File: src/rtl/port_tx_ctrl.sv
// port_tx_ctrl: drains one port FIFO and frames DA/SA/LEN/payload packets onto a valid/ready port.
// Optional feature macro PORT_TX_PKT_CNT_EN adds the 16-bit tx_pkt_cnt transmitted-packet counter.
module port_tx_ctrl #(
    parameter int unsigned W_WIDTH    = 8,
    parameter int unsigned RD_LAT     = 2,
    parameter int unsigned SKID_DEPTH = 4
) (
    input  logic               clk,
    input  logic               rst,
    input  logic               port_en,
    input  logic               fifo_empty,
    output logic               fifo_rd_en,
    input  logic [W_WIDTH-1:0] fifo_rd_data,
    output logic [W_WIDTH-1:0] port_data,
    output logic               port_valid,
    output logic               port_sop,
    output logic               port_eop,
    input  logic               port_ready
`ifdef PORT_TX_PKT_CNT_EN
    ,
    output logic [15:0]        tx_pkt_cnt
`endif
);

    localparam int unsigned PW = (SKID_DEPTH > 1) ? $clog2(SKID_DEPTH) : 1;
    localparam int unsigned CW = $clog2(SKID_DEPTH + RD_LAT + 1);

    typedef enum logic [2:0] {
        S_IDLE,
        S_HDR,
        S_WAIT_LEN,
        S_PAYLOAD,
        S_DRAIN
    } state_t;

    state_t                r_state;
    logic [1:0]            r_hdr_cnt;
    logic [W_WIDTH-1:0]    r_pay_cnt;
    logic [RD_LAT-1:0]     r_tag_vld;
    logic [RD_LAT-1:0]     r_tag_sop;
    logic [RD_LAT-1:0]     r_tag_eop;
    logic [RD_LAT-1:0]     r_tag_len;
    logic [W_WIDTH-1:0]    r_mem_data [SKID_DEPTH];
    logic [SKID_DEPTH-1:0] r_mem_sop;
    logic [SKID_DEPTH-1:0] r_mem_eop;
    logic [PW-1:0]         r_wr_ptr;
    logic [PW-1:0]         r_rd_ptr;
    logic [CW-1:0]         r_occ;

    logic [CW-1:0]         w_inflight;
    logic                  w_rd_state;
    logic                  w_room;
    logic                  w_issue;
    logic                  w_iss_sop;
    logic                  w_iss_eop;
    logic                  w_iss_len;
    logic                  w_push;
    logic                  w_push_eop;
    logic                  w_len_ret;
    logic                  w_pop;

    function automatic logic [PW-1:0] ptr_inc(input logic [PW-1:0] p);
        return (p == PW'(SKID_DEPTH - 1)) ? '0 : p + PW'(1);
    endfunction

    // Reads issued but not yet written into the buffer, including the one returning now.
    always_comb begin
        w_inflight = '0;
        for (int i = 0; i < RD_LAT; i++) begin
            w_inflight = w_inflight + CW'(r_tag_vld[i]);
        end
    end

    assign w_rd_state = (r_state == S_HDR) || (r_state == S_PAYLOAD);
    assign w_room     = (r_occ + w_inflight) < CW'(SKID_DEPTH);
    assign w_issue    = !rst && !fifo_empty && w_rd_state && w_room;
    assign w_iss_sop  = (r_state == S_HDR) && (r_hdr_cnt == 2'd0);
    assign w_iss_len  = (r_state == S_HDR) && (r_hdr_cnt == 2'd2);
    assign w_iss_eop  = (r_state == S_PAYLOAD) && (r_pay_cnt == W_WIDTH'(1));

    assign w_push     = r_tag_vld[RD_LAT-1];
    assign w_len_ret  = w_push && r_tag_len[RD_LAT-1];
    // A zero LEN byte is itself the last byte of its packet.
    assign w_push_eop = r_tag_eop[RD_LAT-1] || (w_len_ret && (fifo_rd_data == '0));

    assign port_valid = (r_occ != '0);
    assign w_pop      = port_valid && port_ready;
    assign fifo_rd_en = w_issue;
    assign port_data  = port_valid ? r_mem_data[r_rd_ptr] : '0;
    assign port_sop   = port_valid && r_mem_sop[r_rd_ptr];
    assign port_eop   = port_valid && r_mem_eop[r_rd_ptr];

    always_ff @(posedge clk) begin
        if (w_push) begin
            r_mem_data[r_wr_ptr] <= fifo_rd_data;
            r_mem_sop[r_wr_ptr]  <= r_tag_sop[RD_LAT-1];
            r_mem_eop[r_wr_ptr]  <= w_push_eop;
        end
    end

    always_ff @(posedge clk) begin
        if (rst) begin
            r_state   <= S_IDLE;
            r_hdr_cnt <= '0;
            r_pay_cnt <= '0;
            r_tag_vld <= '0;
            r_tag_sop <= '0;
            r_tag_eop <= '0;
            r_tag_len <= '0;
            r_wr_ptr  <= '0;
            r_rd_ptr  <= '0;
            r_occ     <= '0;
        end else begin
            r_tag_vld[0] <= w_issue;
            r_tag_sop[0] <= w_iss_sop;
            r_tag_eop[0] <= w_iss_eop;
            r_tag_len[0] <= w_iss_len;
            for (int i = 1; i < RD_LAT; i++) begin
                r_tag_vld[i] <= r_tag_vld[i-1];
                r_tag_sop[i] <= r_tag_sop[i-1];
                r_tag_eop[i] <= r_tag_eop[i-1];
                r_tag_len[i] <= r_tag_len[i-1];
            end

            if (w_push) r_wr_ptr <= ptr_inc(r_wr_ptr);
            if (w_pop)  r_rd_ptr <= ptr_inc(r_rd_ptr);
            if (w_push && !w_pop)      r_occ <= r_occ + CW'(1);
            else if (!w_push && w_pop) r_occ <= r_occ - CW'(1);

            case (r_state)
                S_IDLE: begin
                    r_hdr_cnt <= '0;
                    if (port_en && !fifo_empty) r_state <= S_HDR;
                end
                S_HDR: begin
                    if (w_issue) begin
                        r_hdr_cnt <= r_hdr_cnt + 2'd1;
                        if (r_hdr_cnt == 2'd2) r_state <= S_WAIT_LEN;
                    end
                end
                S_WAIT_LEN: begin
                    if (w_len_ret) begin
                        if (fifo_rd_data == '0) begin
                            r_state <= S_DRAIN;
                        end else begin
                            r_pay_cnt <= fifo_rd_data;
                            r_state   <= S_PAYLOAD;
                        end
                    end
                end
                S_PAYLOAD: begin
                    if (w_issue) begin
                        r_pay_cnt <= r_pay_cnt - W_WIDTH'(1);
                        if (r_pay_cnt == W_WIDTH'(1)) r_state <= S_DRAIN;
                    end
                end
                S_DRAIN: begin
                    if ((r_occ == '0) && (w_inflight == '0)) r_state <= S_IDLE;
                end
                default: r_state <= S_IDLE;
            endcase
        end
    end

`ifdef PORT_TX_PKT_CNT_EN
    logic [15:0] r_pkt_cnt;

    always_ff @(posedge clk) begin
        if (rst)                      r_pkt_cnt <= '0;
        else if (w_pop && port_eop)   r_pkt_cnt <= r_pkt_cnt + 16'd1;
    end

    assign tx_pkt_cnt = r_pkt_cnt;
`endif

endmodule
File: config.mk
export PLATFORM = sky130hd
export DESIGN_NAME = port_tx_ctrl
export DESIGN_NICKNAME = d
export VERILOG_FILES = /design/src/rtl/port_tx_ctrl.sv
export SDC_FILE = /design/constraint.sdc
export NUM_CORES = 1
export LEC_CHECK = 0
export ABC_AREA = 1
export BUFFER_PORTS_ARGS = -buffer_cell sky130_fd_sc_hd__buf_2
export CAP_MARGIN = 0
export CORE_MARGIN = 2
export CORE_UTILIZATION = 55
export DETAILED_ROUTE_END_ITERATION = 10
export HOLD_SLACK_MARGIN = 0.1
export PLACE_DENSITY = 0.74
export RECOVER_POWER = 100
export SLEW_MARGIN = 20
export SYNTH_ARGS = -nofsm -noshare
export SYNTH_HDL_FRONTEND = slang
export SYNTH_SLANG_ARGS = --single-unit
File: constraint.sdc
create_clock -name clk -period 2 [get_ports clk]
set_input_delay 0.2 -clock clk [delete_from_list [all_inputs] [get_ports clk]]
set_output_delay 0.2 -clock clk [all_outputs]
set_load 0.03 [all_outputs]
==> run metrics <==
post-detailed-route via-to-cell ratio 5.20; DR vias 2542; summed instance area of the synthesized netlist 3290 um2; largest net degree at the start of global routing 18; Placement Rows 28; clock transition time at the flip-flop clock pins of the worst setup and hold paths 0.07 ns; flop-to-flop setup slack 0.14 ns; measured slew at the worst slew-check pin 0.485 ns; proportion of synthesized area in mux cells 0; worst skew pair latency 0.35 ns; instance count of the mapped netlist 375; height of the chip 81.3 um; final cell count without fillers 489; Leakage Power 1.57 nW; number of violations reported at the end of detailed-routing iteration 0 142; multi-input gate area in the final layout 1300 um2; initial antenna violation count 0; Final TNS setup 0 ns; post-place setup slack 0.111 ns; total of endpoints with negative setup slack in the final report 0; number of endpoints with negative hold slack in the final report 0; number of nets in the finished design 436; Core Area 5850 um2; commonest register cell after synthesis sky130_fd_sc_hd__edfxtp_1; number of buffer cells added on primary ports 24; Worst Hold Class in -> reg; Diodes inserted 0; depth of the worst register-to-register path 10; Starting Density 0.562; Fmax 524 MHz; Congestion Overflow GR 0; gr usage total 0.214; time the worst path needs with I/O delays and setup 1.91 ns; fraction of the mapped netlist area in adder cells 0.0556; CP startpoint kind flop; Residual DRC 0; required time of the critical path 1.80 ns; endpoint arrival time on the critical path 1.71 ns; post-synthesis average cell area 8.77 um2; total clock sinks 70; final weighted congestion in routability-driven placement 0.870; hold path start fifo_rd_data[5]; largest clock skew in the final design 0.00974 ns; Tcrit/Tclk final 0.955; first-pass iteration count of the detailed router 5; drt wl/cell 13.5 um; worst reg2reg path startpoint r_occ[2]; termination of the worst setup path fifo_rd_en; IO Count 25; max-slew headroom at the worst pin 0.676; distinct cell type count of the synthesized netlist 29; category of the critical setup timing path reg -> out; Layout fillers 492; result of the run complete, no violations; wire length of the first global-routing pass 10600 um; number of global-route vias before repair 2390; synthesized-area fraction occupied by ao, oa, aoi and oai cells 0.104; Post-Synth Simple-Gate Area 0.225; total detailed-routing wirelength 6610 um; DPL Wire Length 4450 um; chip width 81.3 um; H-tree Lvls 3; CTS Root Cell sky130_fd_sc_hd__clkbuf_8; number of buffers inserted during clock tree synthesis 9; async set-or-reset flop fraction in the synthesized netlist 0; number of enable flip-flop cells after synthesis 40; flops & latches, synth 70; CTS tree built; end of the worst register-to-register path r_occ[2]; total die area 6610 um2; share of post-route cells with drive strength above 1 0.150; power per cell area 1490 nW/um2; total count of max-transition violations in the final report 0; Routed Antenna Nets 0; Synth Net Count 402; most used cells in the layout excluding fill and tap cells 80 x sky130_fd_sc_hd__nor2_1, 52 x sky130_fd_sc_hd__nand2_1, 40 x sky130_fd_sc_hd__edfxtp_1, 37 x sky130_fd_sc_hd__inv_1, 29 x sky130_fd_sc_hd__o21ai_0; max-cap violation count 0; xor-xnor portion of the synthesized cell area 0.00533; Critical path origin r_tag_vld[1]; number of synthesis warnings 0; area overhead of the layout relative to synthesis 14.3%; Placed Cells 472; highest ir drop seen on vdd 0.938 mV; least setup slack across all paths after layout 0.0899 ns; sequential element share of the synthesized area 0.548; leading cell type in the layout, fill and taps excluded sky130_fd_sc_hd__nor2_1; main combinational cell family by area after synthesis simple AND/OR/NAND/NOR gates; Crit. End Element output port; buffers inserted during post-CTS setup optimization 0; peak fanout along the critical path 8; deepest clock path buffer count 2; Storage cell area 1810 um2
cells in the mapped netlist, types with 3 or more instances:
library cell               instances  area, um2
sky130_fd_sc_hd__edfxtp_1         40       1200
sky130_fd_sc_hd__o21ai_1           3       15.0
sky130_fd_sc_hd__inv_2             4       15.0
sky130_fd_sc_hd__nor2_1           80        300
sky130_fd_sc_hd__nor2_2            4       25.0
sky130_fd_sc_hd__nand2_4           3       33.8
sky130_fd_sc_hd__dfxtp_1          30        601
sky130_fd_sc_hd__clkbuf_1          3       11.3
sky130_fd_sc_hd__ha_1             13        163
sky130_fd_sc_hd__o21ai_0          30        150
sky130_fd_sc_hd__nand3_1          26        130
sky130_fd_sc_hd__nand2_1          54        203
sky130_fd_sc_hd__a21oi_1          27        135
sky130_fd_sc_hd__inv_1            38        143
routing by layer:
layer,track usage,wire length (um),up-vias
met3,0.0556,284,8
met4,0.0746,82,0
met1,0.253,2920,1179
met2,0.375,3330,53
met5,0,0,-
li1,-,-,1302
logic make-up after synthesis:
kind of cell | count (synthesis)
AO/OA/AOI/OAI | 64
XOR/XNOR | 2
adder cells (fa/ha/maj) | 14
buffers and inverters | 51
flip-flops | 70
AND/OR/NAND/NOR | 174
worst min path at each step:
stage / end / depth (start not counted) / slack (ns)
after floorplan: r_pay_cnt[0] / 1 / 0.27
after global placement: r_tag_eop[1] / 2 / 0.39
after detailed placement: r_tag_len[1] / 2 / 0.40
after CTS: r_mem_data[1][5] / 1 / 0.10
after global routing: r_mem_data[2][5] / 1 / 0.19
final: r_mem_data[1][5] / 1 / 0.19
sequential cells by signal, indices dropped and copies added (netlist names), 3 cells and up, named ones only:
register and flops:
r_mem_sop 4, r_occ 3, r_state 3, r_mem_eop 4, r_mem_data 32, r_pay_cnt 8
through the flow:
stage	hold slack, ns	utilization	instance area, um2	total power (W)
finish	0.186	0.642	3760	0.00558
global route	0.188	0.642	3760	0.00597
CTS	0.100	0.639	3740	0.00557
detailed placement	0.396	0.598	3500	0.00428
global placement	0.389	0.598	3500	0.00422
floorplan	0.269	-	3290	0.00371
repair_timing:
item	CTS	global route
hold buffers	1	0
setup endpoints to repair	3	2
resized for setup	3	11
pin swaps	0	1
hold endpoints to repair	3	0
cell type report:
class,count,area share
Clock buffer,10,0.0366
Clock inverter,6,0.0226
Inverter,44,0.0446
Multi-Input combinational cell,254,0.347
Sequential cell,70,0.481
Tap cell,75,0.0250
Timing Repair Buffer,30,0.0436
report_power, final:
group	internal (W)	switching [W]	total, W
clock network	0.000732	0.000544	0.00128
registers	0.00170	0.000177	0.00188
logic	0.000783	0.00165	0.00243
critical path: stages, from the launching register on:
cell and delay [ns]:
sky130_fd_sc_hd__dfxtp_4 0.37, sky130_fd_sc_hd__ha_1 0.18, sky130_fd_sc_hd__ha_1 0.28, sky130_fd_sc_hd__nand3_2 0.09, sky130_fd_sc_hd__nand2_1 0.06, sky130_fd_sc_hd__nand2_2 0.09, sky130_fd_sc_hd__nand3_4 0.10, sky130_fd_sc_hd__inv_2 0.07
sky130_fd_sc_hd__buf_6 0.12
No activity file was read; power rests on OpenSTA's default activity.
